<file path="src/rtl/ej32_pkg.sv">
// eJ32 shared types for the memory arbiter.
// Sizes, arbiter states, grant ids, lane helpers.
package ej32_pkg;

  localparam int AW = 17;

  typedef enum logic [1:0] {
    MS_BYTE,
    MS_HALF,
    MS_WORD
  } mem_size_t;

  typedef enum logic [2:0] {
    IDLE,
    ISSUE1,
    ISSUE2,
    CAPT,
    ACK
  } arb_state_t;

  typedef enum logic {
    G_IF,
    G_D
  } grant_t;

  // Size code 3 is an alias of word.
  function automatic mem_size_t to_size(input logic [1:0] s);
    case (s)
      2'd0:    return MS_BYTE;
      2'd1:    return MS_HALF;
      default: return MS_WORD;
    endcase
  endfunction

  // Expand a 4-bit lane mask to a 32-bit bit mask.
  function automatic logic [31:0] lanes(input logic [3:0] m);
    return {{8{m[3]}}, {8{m[2]}}, {8{m[1]}}, {8{m[0]}}};
  endfunction

endpackage

</file>
<file path="src/rtl/ej32_mem_arb_if.sv">
// eJ32 requester and mb32 memory bundle.
// slave = arbiter side, master = core/memory side.
interface ej32_mem_arb_if;
  import ej32_pkg::*;

  logic          if_req;
  logic [AW-1:0] if_addr;
  logic          if_ack;
  logic [7:0]    if_data;

  logic          d_req;
  logic          d_we;
  logic [1:0]    d_size;
  logic [AW-1:0] d_addr;
  logic [31:0]   d_wdata;
  logic          d_ack;
  logic [31:0]   d_rdata;

  logic          mb_we;
  logic [3:0]    mb_bmsk;
  logic [14:0]   mb_ai;
  logic [31:0]   mb_vi;
  logic [31:0]   mb_vo;

  modport slave (
    input  if_req, if_addr,
    input  d_req, d_we, d_size, d_addr, d_wdata,
    input  mb_vo,
    output if_ack, if_data,
    output d_ack, d_rdata,
    output mb_we, mb_bmsk, mb_ai, mb_vi
  );

  modport master (
    output if_req, if_addr,
    output d_req, d_we, d_size, d_addr, d_wdata,
    output mb_vo,
    input  if_ack, if_data,
    input  d_ack, d_rdata,
    input  mb_we, mb_bmsk, mb_ai, mb_vi
  );

endinterface

</file>
<file path="src/rtl/ej32_lane_steer.sv">
// Big-endian lane steering for one access.
// Masks, beat count and byte shift in an 8-byte window.
module ej32_lane_steer
  import ej32_pkg::*;
(
  input  logic [1:0] off_i,
  input  mem_size_t  size_i,
  output logic [3:0] m1_o,
  output logic [3:0] m2_o,
  output logic       two_o,
  output logic [2:0] sh_o
);

  logic [2:0] n;
  logic [3:0] tot;
  logic [7:0] m8;

  // Item sits at window bytes off..off+n-1; sh is the gap below it.
  always_comb begin
    case (size_i)
      MS_BYTE: n = 3'd1;
      MS_HALF: n = 3'd2;
      default: n = 3'd4;
    endcase
    tot   = {2'b00, off_i} + {1'b0, n};
    sh_o  = 3'(4'd8 - tot);
    m8    = ((8'd1 << n) - 8'd1) << sh_o;
    two_o = tot > 4'd4;
    m1_o  = m8[7:4];
    m2_o  = m8[3:0];
  end

endmodule

</file>
<file path="src/rtl/ej32_mem_arb.sv">
// eJ32 fetch/data arbiter and mb32 access sequencer.
// Splits unaligned big-endian accesses into one or two beats.
module ej32_mem_arb
  import ej32_pkg::*;
(
  input logic           clk,
  input logic           rst,
  ej32_mem_arb_if.slave bus
);

  arb_state_t    state_q, state_d;
  grant_t        gnt_q, gnt_sel;
  logic          we_q;
  mem_size_t     size_q;
  logic [AW-1:0] addr_q;
  logic [31:0]   wdata_q;

  logic          cur_we;
  mem_size_t     cur_size;
  logic [AW-1:0] cur_addr;
  logic [31:0]   cur_wdata;

  logic [3:0]    m1, m2;
  logic          two;
  logic [2:0]    sh;
  logic [14:0]   word;
  logic [63:0]   wv;
  logic [31:0]   b1, b2, rdata;

  logic          mb_we_q, mb_we_d;
  logic [3:0]    bmsk_q, bmsk_d;
  logic [14:0]   ai_q, ai_d;
  logic [31:0]   vi_q, vi_d;
  logic [31:0]   rd1_q;
  logic [7:0]    if_data_q;
  logic [31:0]   d_rdata_q;

  // Grant choice in IDLE; gnt_q doubles as last-grant.
  always_comb begin
    gnt_sel = G_IF;
    if (bus.if_req && bus.d_req)
      gnt_sel = (gnt_q == G_IF) ? G_D : G_IF;
    else if (bus.d_req)
      gnt_sel = G_D;
  end

  // Live grantee fields in IDLE, latched fields afterwards.
  always_comb begin
    cur_we    = we_q;
    cur_size  = size_q;
    cur_addr  = addr_q;
    cur_wdata = wdata_q;
    if (state_q == IDLE) begin
      cur_wdata = bus.d_wdata;
      if (gnt_sel == G_D) begin
        cur_we   = bus.d_we;
        cur_size = to_size(bus.d_size);
        cur_addr = bus.d_addr;
      end else begin
        cur_we   = 1'b0;
        cur_size = MS_BYTE;
        cur_addr = bus.if_addr;
      end
    end
  end

  ej32_lane_steer u_steer (
    .off_i  (cur_addr[1:0]),
    .size_i (cur_size),
    .m1_o   (m1),
    .m2_o   (m2),
    .two_o  (two),
    .sh_o   (sh)
  );

  assign word  = cur_addr[AW-1:2];
  assign wv    = {32'd0, cur_wdata} << {sh, 3'b000};
  assign b1    = two ? rd1_q : bus.mb_vo;
  assign b2    = two ? bus.mb_vo : 32'd0;
  assign rdata = 32'({b1 & lanes(m1), b2 & lanes(m2)}
                     >> {sh, 3'b000});

  // State register.
  always_ff @(posedge clk or posedge rst) begin
    if (rst) state_q <= IDLE;
    else     state_q <= state_d;
  end

  // Next-state logic.
  always_comb begin
    state_d = state_q;
    unique case (state_q)
      IDLE:    if (bus.if_req || bus.d_req) state_d = ISSUE1;
      ISSUE1:  state_d = two ? ISSUE2 : (cur_we ? ACK : CAPT);
      ISSUE2:  state_d = cur_we ? ACK : CAPT;
      CAPT:    state_d = ACK;
      ACK:     state_d = IDLE;
      default: state_d = IDLE;
    endcase
  end

  // Latch the transaction on IDLE exit.
  always_ff @(posedge clk or posedge rst) begin
    if (rst) begin
      gnt_q   <= G_IF;
      we_q    <= 1'b0;
      size_q  <= MS_BYTE;
      addr_q  <= '0;
      wdata_q <= '0;
    end else if (state_q == IDLE && state_d == ISSUE1) begin
      gnt_q   <= gnt_sel;
      we_q    <= cur_we;
      size_q  <= cur_size;
      addr_q  <= cur_addr;
      wdata_q <= cur_wdata;
    end
  end

  // Memory port values for the coming cycle.
  always_comb begin
    mb_we_d = 1'b0;
    bmsk_d  = 4'd0;
    ai_d    = ai_q;
    vi_d    = vi_q;
    unique case (state_d)
      ISSUE1: begin
        mb_we_d = cur_we;
        bmsk_d  = m1;
        ai_d    = word;
        vi_d    = wv[63:32];
      end
      ISSUE2: begin
        mb_we_d = cur_we;
        bmsk_d  = m2;
        ai_d    = word + 15'd1;
        vi_d    = wv[31:0];
      end
      default: ;
    endcase
  end

  // Registered memory port.
  always_ff @(posedge clk or posedge rst) begin
    if (rst) begin
      mb_we_q <= 1'b0;
      bmsk_q  <= 4'd0;
      ai_q    <= 15'd0;
      vi_q    <= 32'd0;
    end else begin
      mb_we_q <= mb_we_d;
      bmsk_q  <= bmsk_d;
      ai_q    <= ai_d;
      vi_q    <= vi_d;
    end
  end

  // Read capture: beat 1 held over ISSUE2, result built in CAPT.
  always_ff @(posedge clk or posedge rst) begin
    if (rst) begin
      rd1_q     <= 32'd0;
      if_data_q <= 8'd0;
      d_rdata_q <= 32'd0;
    end else begin
      if (state_q == ISSUE2) rd1_q <= bus.mb_vo;
      if (state_q == CAPT) begin
        if (gnt_q == G_IF) if_data_q <= rdata[7:0];
        else               d_rdata_q <= rdata;
      end
    end
  end

  assign bus.mb_we   = mb_we_q;
  assign bus.mb_bmsk = bmsk_q;
  assign bus.mb_ai   = ai_q;
  assign bus.mb_vi   = vi_q;
  assign bus.if_ack  = (state_q == ACK) && (gnt_q == G_IF);
  assign bus.d_ack   = (state_q == ACK) && (gnt_q == G_D);
  assign bus.if_data = if_data_q;
  assign bus.d_rdata = d_rdata_q;

endmodule

</file>
<file path="src/flat_wrapper.sv">
// flat-port wrapper written by rule: the top's interface ports become plain ports
module ej32_mem_arb_flat import ej32_pkg::*;
  (clk, rst, bus_if_req, bus_if_addr, bus_d_req, bus_d_we, bus_d_size, bus_d_addr, bus_d_wdata, bus_mb_vo, bus_if_ack, bus_if_data, bus_d_ack, bus_d_rdata, bus_mb_we, bus_mb_bmsk, bus_mb_ai, bus_mb_vi);
  ej32_mem_arb_if bus_i ();
  input logic clk;
  input logic rst;
  input wire logic [$bits(bus_i.if_req)-1:0] bus_if_req;
  input wire logic [$bits(bus_i.if_addr)-1:0] bus_if_addr;
  input wire logic [$bits(bus_i.d_req)-1:0] bus_d_req;
  input wire logic [$bits(bus_i.d_we)-1:0] bus_d_we;
  input wire logic [$bits(bus_i.d_size)-1:0] bus_d_size;
  input wire logic [$bits(bus_i.d_addr)-1:0] bus_d_addr;
  input wire logic [$bits(bus_i.d_wdata)-1:0] bus_d_wdata;
  input wire logic [$bits(bus_i.mb_vo)-1:0] bus_mb_vo;
  output wire logic [$bits(bus_i.if_ack)-1:0] bus_if_ack;
  output wire logic [$bits(bus_i.if_data)-1:0] bus_if_data;
  output wire logic [$bits(bus_i.d_ack)-1:0] bus_d_ack;
  output wire logic [$bits(bus_i.d_rdata)-1:0] bus_d_rdata;
  output wire logic [$bits(bus_i.mb_we)-1:0] bus_mb_we;
  output wire logic [$bits(bus_i.mb_bmsk)-1:0] bus_mb_bmsk;
  output wire logic [$bits(bus_i.mb_ai)-1:0] bus_mb_ai;
  output wire logic [$bits(bus_i.mb_vi)-1:0] bus_mb_vi;
  assign bus_i.if_req = bus_if_req;
  assign bus_i.if_addr = bus_if_addr;
  assign bus_i.d_req = bus_d_req;
  assign bus_i.d_we = bus_d_we;
  assign bus_i.d_size = bus_d_size;
  assign bus_i.d_addr = bus_d_addr;
  assign bus_i.d_wdata = bus_d_wdata;
  assign bus_i.mb_vo = bus_mb_vo;
  assign bus_if_ack = bus_i.if_ack;
  assign bus_if_data = bus_i.if_data;
  assign bus_d_ack = bus_i.d_ack;
  assign bus_d_rdata = bus_i.d_rdata;
  assign bus_mb_we = bus_i.mb_we;
  assign bus_mb_bmsk = bus_i.mb_bmsk;
  assign bus_mb_ai = bus_i.mb_ai;
  assign bus_mb_vi = bus_i.mb_vi;
  ej32_mem_arb u_core (.clk(clk), .rst(rst), .bus(bus_i));
endmodule
</file>
<file path="config.mk">
export PLATFORM = sky130hd
export DESIGN_NAME = ej32_mem_arb_flat
export DESIGN_NICKNAME = d
export VERILOG_FILES = /design/src/rtl/ej32_pkg.sv /design/src/rtl/ej32_mem_arb_if.sv /design/src/rtl/ej32_lane_steer.sv /design/src/rtl/ej32_mem_arb.sv /design/src/flat_wrapper.sv
export SDC_FILE = /design/constraint.sdc
export NUM_CORES = 1
export LEC_CHECK = 0
export BUFFER_PORTS_ARGS = -buffer_cell sky130_fd_sc_hd__buf_4
export CAP_MARGIN = 20
export CORE_MARGIN = 3
export CORE_UTILIZATION = 45
export DETAILED_ROUTE_END_ITERATION = 10
export GPL_ROUTABILITY_DRIVEN = 0
export PLACE_DENSITY = 0.67
export SYNTH_ARGS = -nofsm -noshare
export SYNTH_HDL_FRONTEND = slang
export SYNTH_SLANG_ARGS = --single-unit
</file>
<file path="constraint.sdc">
create_clock -name clk -period 12.5 [get_ports clk]
set_input_delay 2.5 -clock clk [delete_from_list [all_inputs] [get_ports clk]]
set_output_delay 2.5 -clock clk [all_outputs]
set_load 0.01 [all_outputs]
</file>
# == Word-level counts from Yosys, hierarchy flattened ==
# Cells that the tools add are included.
# classes
bitwise,3
magnitude_cmp,1
n_shift,4
n_reduce_logical,12
addsub,4
n_div,0
muxes,22
mul,0
n_eq_ne,8
# ops
op,n
$mux 32,3
$and 32x32->32,2
$pmux 32 s2,1
$shl 32x6->64,1
$shr 64x6->32,1
$mux 17,2
$pmux 15 s2,1
$add 15x1->15 const B,1
$pmux 3 s4,1
$eq 3x2->1 const B,3
$mux 3,3
$pmux 4 s2,1
$shl 1x3->8 const A,1
$shl 8x3->8,1
$sub 8x1->8 const B,1
$eq 3x1->1 const B,2
$mux 1,6
$pmux 3 s2,1
$add 2x3->4,1
$eq 2x1->1 const B,2
$gt 4x3->1 const B,1
$logic_and 1x1->1,4
$logic_not 2->1,2
$mux 2,2
other kinds (9),10
# word_totals
word_cells,67
romBits,0
mem_count,0
mem_bits_rw,0
regBits,180
latch_bits,0

# == Logic depth before layout (Yosys ltp) ==
# Gate-level depths: netlist of the first run.
# logic_depth
depth_word,13
mapped_depth,21
ltp_nobuf,14

# == Hierarchy ==
# From an unflattened synthesis of the first run, not the netlist that was laid out.
# unflattened
hier_cells,1211
area_unflattened_um2,10901.7
# by_module_without_submodules
module,seq_area_each_um2,cells_per_inst,n_inst,area_each_um2
ej32_mem_arb,4504.3,1148,1,10482.6
ej32_lane_steer,0.0,63,1,419.2

# == Worst setup path before layout of the first run ==
# OpenSTA, ideal clock, no wires.
# synth_timing
path_kind,input to register
from,input bus_d_req
to,"register u_core.d_rdata_q[4], in the netlist u_core.bus.d_rdata[4]"
path_slack_ps,5630
arrival_ps,6774
setup_time_ps,95
path_stages,18
path_cell_list,a21boi_2 -> buf_6 -> buf_2 -> mux2i_1 -> o21ai_0 -> ha_1 -> inv_1 -> clkbuf_1 -> clkbuf_1 -> ha_1 -> buf_2 -> xnor2_2 -> xnor2_1 -> o2111ai_1 -> o32a_1 -> o32a_1 -> o2bb2ai_1 -> o31ai_1
# synth_rtl
element,line_no,text
start: declaration,flat_wrapper.sv:9,input wire logic [$bits(bus_i.d_req)-1:0] bus_d_req;
$mux 1 / $logic_and 1x1->1 (equally long branches),"ej32_mem_arb.sv:43, ej32_mem_arb.sv:41",
$mux 1 (*),ej32_mem_arb.sv:41,if (bus.if_req && bus.d_req)
$mux 17 (*),ej32_mem_arb.sv:55,if (gnt_sel == G_D) begin
$mux 17 (*),ej32_mem_arb.sv:53,if (state_q == IDLE) begin
net u_core.cur_addr[0],ej32_mem_arb.sv:20,logic [AW-1:0] cur_addr;
$add 2x3->4 (*),ej32_lane_steer.sv:25,"tot = {2'b00, off_i} + {1'b0, n};"
$sub 1x3->3 / $gt 4x3->1 (equally long branches),"ej32_lane_steer.sv:26, ej32_lane_steer.sv:28",
"$shl 8x3->8, or another cell as far along",ej32_lane_steer.sv:27,m8 = ((8'd1 << n) - 8'd1) << sh_o;
$and 32x32->32,ej32_mem_arb.sv:80,"assign rdata = 32'({b1 & lanes(m1), b2 & lanes(m2)}"
$shr 64x6->32 (*),ej32_mem_arb.sv:80,
end signal: assignment,ej32_mem_arb.sv:167,else d_rdata_q <= rdata;
end: declaration,ej32_mem_arb.sv:36,logic [31:0] d_rdata_q;
# Mark *: on every way through the listed nets, which the timed path passes. The rest lies on a longest branch.
# A chain may end at the register's enable or synchronous reset.

# == Worst setup path in the final report of the first run ==
# layout_timing
from,input bus_d_req
to,"register u_core.d_rdata_q[3], in the netlist u_core.bus.d_rdata[3]"
# layout_via
elab_chain_cells,11
# layout_rtl
element,line_no,text
$mux 1 / $logic_and 1x1->1 (equally long branches),"ej32_mem_arb.sv:43, ej32_mem_arb.sv:41",
$mux 1 (*),ej32_mem_arb.sv:41,
$mux 2,ej32_mem_arb.sv:55,
$mux 2,ej32_mem_arb.sv:53,
$eq 2x1->1 / $logic_not 2->1 (equally long branches),ej32_lane_steer.sv:20,case (size_i)
$pmux 3 s2,ej32_lane_steer.sv:20,
$add 2x3->4 / $shl 1x3->8 (equally long branches),"ej32_lane_steer.sv:25, ej32_lane_steer.sv:27",
"$sub 1x3->3, or another cell as far along",ej32_lane_steer.sv:26,sh_o = 3'(4'd8 - tot);
"$shl 8x3->8, or another cell as far along",ej32_lane_steer.sv:27,
$and 32x32->32,ej32_mem_arb.sv:80,
$shr 64x6->32 (*),ej32_mem_arb.sv:80,
# Mark *: on every way between the ends. The rest lies on a longest branch, timed or not.

==> flow_summary.ini, run 1 <==
[global_route]
grt_pass1_wl_mm = 54.7
grt_max_degree = 106
grt_pass1_vias = 9722
grt_usage = 0.265
overflow = 0
antenna_found_initial = 0

[die]
pin_count = 199
core_um2 = 23500
fp.dieW_um = 161
die_area_um2 = 26000
start_util = 0.460
die_y_um = 161
row_count = 56

[clock_tree]
cts-root-buf = clkbuf_16
ctsResizeCount = 0
insertion_delay_ps = 440
clock-sinks = 180
clock_path_buffers = 2
clk_pin_slew_worst_paths_ps = 70
numCtsBuffers = 17
ctsHtreeMaxLevel = 4
cts_setup_buffers = 0
ctsHoldBuffers = 0
tritoncts = yes

[worst_setup_path]
cp.arrival_ps = 7350
required_ps = 12850
crit_type = in -> reg
worst_setup_path_start_kind = input port
worstPathMaxFanout = 94
endpoint_kind = flop

[job]
maxCapViolCount = 0

[logic_synthesis]
async_flop_share = 1.00
yosysSeqAreaShare = 0.416
synthesis.nets = 1290
synth-warning-count = 0
synth_cell_types = 81
syn-instance-count = 1178
synth-main-ff-cell = dfrtp_1
synth_area_um2 = 10800
ys_ff_latch = 180
synth_edf_count = 0
syn_avg_cell_area_um2 = 9.19

[timing]
rsz0062_at_grt = no
setup_tns_ps = 0
fin_crit_sh = 0.560
setup_slack_ps = 5500
hold_viol = 0
fin_worst_skew_ps = 13.3
tightest_slew_ps = 1220
fin_crit_ps = 7000
slew_headroom = 0.181
fmax_ghz = 0.143
whs_ps = 476
setup_viol = 0
report.final.slew_viol_count = 0

[detailed_routing]
drt-initial-drc-count = 1198
avgViaCountPerCell = 6.03
detail-route-antenna-nets = 0
wl_mm = 34.8
vias = 10000
wire_per_inst_um = 21.0
firstDrtPassIters = 9
drcViolationCount = 0

[finish]
num_antenna_cells = 0
fin_util = 0.556
area_delta_synth_final_pct = 20.9
nFillCells = 2160
nNetsFinal = 1441
layout-drive-gt1-share = 0.241

[worst_hold_path]
hp-class = reg -> reg

[placed_design]
io_buffer_count = 198
pre_cts_slack_ps = 5200
dp_hpwl_mm = 24.7

[run_status]
outcome = completed
worst max-delay path: stages:
cell and delay [ps]:
buf_4 120, nor4b_1 360, a21o_1 340, inv_1 190
ha_2 240, fa_1 480, inv_1 40, ha_2 300
buf_4 750, inv_2 390, nand2_1 240, o2111ai_1 370
o22ai_1 310, a21oi_1 100, a221o_1 390, o21ai_1 160
area by class of cell:
type / instances / area [um^2] / area share
clock buffer: 19 / 443 / 0.0338
sequential: 180 / 4500 / 0.344
timing repair buffer: 214 / 1620 / 0.124
multi-input combinational: 898 / 5920 / 0.452
inverter: 18 / 72.6 / 0.00554
clock inverter: 13 / 138 / 0.0105
tap: 319 / 399 / 0.0305
final timing paths:
check / cells past startpoint / slack (ps) / endpoint / start
setup / recovery: 16 / 5500 / u_core.bus.d_rdata[3]$_DFFE_PP0P_ / bus_d_req
hold / removal: 2 / 480 / u_core.wdata_q[7]$_DFFE_PP0P_ / u_core.wdata_q[7]$_DFFE_PP0P_
setup reg to reg: 15 / 6760 / u_core.bus.d_rdata[27]$_DFFE_PP0P_ / u_core.state_q[0]$_DFF_PP0_
hold reg to reg: 2 / 480 / u_core.wdata_q[7]$_DFFE_PP0P_ / u_core.wdata_q[7]$_DFFE_PP0P_
max in group asynchronous: 3 / 8700 / u_core.wdata_q[19]$_DFFE_PP0P_ / rst
min in group asynchronous: 2 / 2250 / u_core.bus.d_rdata[18]$_DFFE_PP0P_ / rst
Yosys cell counts, drive strengths merged (3+ instances only):
master	n	area, um^2
a2bb2oi	3	32.5
dfrtp	180	4500
and3	8	50.1
a2111oi	3	32.5
xor2	6	52.6
nor3	19	121
o2111ai	3	26.3
ha	6	75.1
a221o	13	130
nand3	27	135
mux2i	113	1130
o21a	10	75.1
a31oi	21	146
nand2	223	842
a22o	8	70.1
o31ai	7	52.6
o21ai	80	415
nor2	79	299
a211oi	7	57.6
mux2	47	529
o31a	3	26.3
o32a	9	90.1
inv	18	67.6
nand2b	9	56.3
o2bb2ai	3	45.1
o211ai	13	97.6
nor2b	10	62.6
clkbuf	46	173
xnor2	11	130
o22ai	25	156
a32o	5	50.1
a21oi	44	220
nor4	4	25.0
o221ai	9	78.8
a21o	14	105
a221oi	11	96.3
a32oi	3	26.3
or3	14	87.6
buf	36	209
cells in the final DEF (no fill, tap or decap), types with 5 or more instances in the layout:
cell type    n
o221ai_1     9
a221oi_1    11
inv_6        6
nand3_1     27
and3_1       8
o32a_1       9
o211ai_1    13
buf_4      213
dfrtp_1    180
or3_1       14
o31ai_1      7
mux2i_1    113
a21oi_1     44
xnor2_1      7
inv_1       16
nor2_1      76
o21ai_1     12
a21o_1      14
a211oi_1     6
a32o_1       5
nor2b_1      9
xor2_1       6
a31oi_1     20
nand2_1    221
mux2_2      46
o21ai_0     65
nor3_1      14
nand2b_1     9
o21a_1      10
a221o_1     13
o22ai_1     25
a22o_1       8
clkbuf_16   17
logic make-up (layout without fill, tap and decap cells):
group,Yosys count,count (layout),synth area share
and+or+nand+nor,408,408,0.166
AOI/OAI and AO/OA,306,306,0.198
DFF,180,180,0.416
muxes,160,160,0.153
buffers and inverters,100,264,0.0415
xor gates and xnor gates,17,17,0.0169
adders and majority gates,7,7,0.00878
registers in the layout, indices dropped and copies added (netlist names), named ones only:
name,flops
u_core.state_q,3
u_core.rd1_q,32
u_core.bus.mb_we,1
u_core.we_q,1
u_core.gnt_q,1
u_core.bus.if_data,8
u_core.bus.d_rdata,32
u_core.addr_q,16
u_core.bus.mb_bmsk,4
u_core.bus.mb_ai,15
u_core.bus.mb_vi,32
u_core.size_q,2
u_core.wdata_q,32
routing by layer:
layer | wire length (um) | track usage
met3 | 2680 | 0.0469
met1 | 14300 | 0.355
met2 | 16700 | 0.438
met5 | 0 | 0
met4 | 1140 | 0.0892
stage by stage:
| step | std cells | area, um^2 |
|---|---|---|
| after CTS | 1660 | 13100 |
| after detailed placement | 1628 | 12500 |
| after global placement | 1627 | 12500 |
| after floorplan | 1178 | 10800 |
| after global routing | 1661 | 13100 |
| final | 1661 | 13100 |
Power of run 1 is left out: the tool's default activity adds up to more than one toggle a clock period on the data nets, which glitch-free logic cannot reach.
==> inputs of run 2 (changes only) <==
==> constraint.sdc (replaced) <==
create_clock -name clk -period 6.9 [get_ports clk]
set_input_delay 1.38 -clock clk [delete_from_list [all_inputs] [get_ports clk]]
set_output_delay 1.38 -clock clk [all_outputs]
set_load 0.01 [all_outputs]
==> run 2 against run 1 <==
Net effect:
- sequential share of layout area decreased by 0.18 points
- global-route usage up 0.11 points
- die area unchanged
- register-to-register slack got worse by 5200 ps
- worst setup slack worse by 4100 ps
- flip-flop and latch count stayed put
- via count decreased by 0.47%
- count of clock-buffer cells in the layout unchanged
- hold slack about the same
- core utilization grew 0.29 points
- non-clock buffer count up 5
- clock skew decreased by 1.9 ps
- critical path type unchanged
- highest routed layer unchanged
==> flow_summary.ini, run 2 (synthesis gave the netlist of run 1 again) <==
[placed_design]
io_buffer_count = 198
dp_hpwl_mm = 24.9
post_dp_cell_area_um2 = 12600

[finish]
ff_latch_area_um2 = 4500
mostFrequentLayoutCells = nand2_1, buf_4, dfrtp_1
multi_input_area_um2 = 5920
layout_commonest_cell = nand2_1
design_area_um2 = 13200
area_delta_synth_final_pct = 21.6
num_antenna_cells = 0
layout-drive-gt1-share = 0.244
nFillCells = 2166
nNetsFinal = 1446

[clock_tree]
ctsHtreeMaxLevel = 4
clock_path_buffers = 2
cts_setup_buffers = 0
clock-sinks = 180
numCtsBuffers = 17
cts-root-buf = clkbuf_16
insertion_delay_ps = 440
ctsResizeCount = 0
clk_pin_slew_worst_paths_ps = 70
ctsHoldBuffers = 0
tritoncts = yes

[detailed_routing]
wire_per_inst_um = 20.9
drt-initial-drc-count = 1059
wl_mm = 34.9
avgViaCountPerCell = 5.98
drcViolationCount = 0
vias = 9962
detail-route-antenna-nets = 0
firstDrtPassIters = 7

[timing]
setup_tns_ps = 0
tightest_slew_ps = 1070
report.final.slew_viol_count = 0
fin_worst_skew_ps = 11.4
fmax_ghz = 0.180
hold_viol = 0
slew_headroom = 0.288
fin_crit_sh = 0.804
setup_viol = 0
fin_crit_ps = 5550
rsz0062_at_grt = no

[global_route]
grt_pass1_wl_mm = 55.0
overflow = 0
antenna_found_initial = 0
grt_usage = 0.266
grt_pass1_vias = 9784
grt_max_degree = 86

[worst_setup_path]
cp.arrival_ps = 5910
worstPathMaxFanout = 17
crit_type = in -> reg
required_ps = 7260
endpoint_kind = flop
worst_setup_path_start_kind = input port

[die]
pin_count = 199
die_area_um2 = 26000
die_y_um = 161
fp.dieW_um = 161
row_count = 56
core_um2 = 23500
start_util = 0.460

[worst_hold_path]
hp-class = reg -> reg

[run_status]
outcome = completed

[job]
maxCapViolCount = 0
## run 2: cell count changes in the layout (fill, tap and decap cells not counted)
cell	previous run	this run
clkbuf_1	1	0
buf_12	1	2
inv_6	6	5
buf_4	213	216
buf_8	0	1
clkbuf_8	1	2
clkinv_4	2	3
## run 2: final timing paths
check / from / end / slack, ps / cells past startpoint
max: bus_d_req / u_core.bus.d_rdata[29]$_DFFE_PP0P_ / 1350 / 16
min: u_core.wdata_q[27]$_DFFE_PP0P_ / u_core.wdata_q[27]$_DFFE_PP0P_ / 480 / 2
min in group asynchronous: rst / u_core.bus.if_data[6]$_DFFE_PP0P_ / 1070 / 2
max in group asynchronous: rst / u_core.wdata_q[22]$_DFFE_PP0P_ / 4370 / 3
min reg2reg: u_core.wdata_q[27]$_DFFE_PP0P_ / u_core.wdata_q[27]$_DFFE_PP0P_ / 480 / 2
max reg2reg: u_core.state_q[0]$_DFF_PP0_ / u_core.bus.d_rdata[29]$_DFFE_PP0P_ / 1550 / 15
## run 2: per-layer routing
layer	vias up	part of all wire	GRT usage
met1	4764	0.41	0.353
met2	510	0.48	0.439
met4	0	0.037	0.0986
met3	101	0.076	0.0485
li1	4587	-	-
met5	-	0	0
## run 2: layout make-up
type / count / share of cell area
multi-input cells: 898 / 0.450
flip-flops and latches: 180 / 0.342
repair buffers: 219 / 0.127
clock buffers: 19 / 0.0344
well taps: 319 / 0.0303
clock inverters: 13 / 0.0105
inverters: 18 / 0.00551
## run 2: critical path: stages
cell      delay [ps]
buf_4            120
nor4b_1          340
a21o_1           350
inv_1            210
ha_2             240
fa_1             490
inv_1             50
ha_2             240
xnor2_2          150
buf_4            180
xnor2_4          440
nand2_2          280
nor4_1           720
o21bai_1         330
a221oi_1         210
a21oi_1          170
## run 2: through the flow
| step | util | instances | setup WS [ps] | hold slack, ps |
|---|---|---|---|---|
| 3_5_place_dp | 0.534 | 1634 | 1030 | 461 |
| 5_1_grt | 0.559 | 1666 | 1140 | 490 |
| 2_1_floorplan | - | 1178 | 633 | 442 |
| 6_report | 0.559 | 1666 | 1350 | 476 |
| 4_1_cts | 0.559 | 1666 | 1460 | 479 |
| 3_3_place_gp | 0.533 | 1632 | 718 | 455 |
Power of run 2 is left out for the same reason.
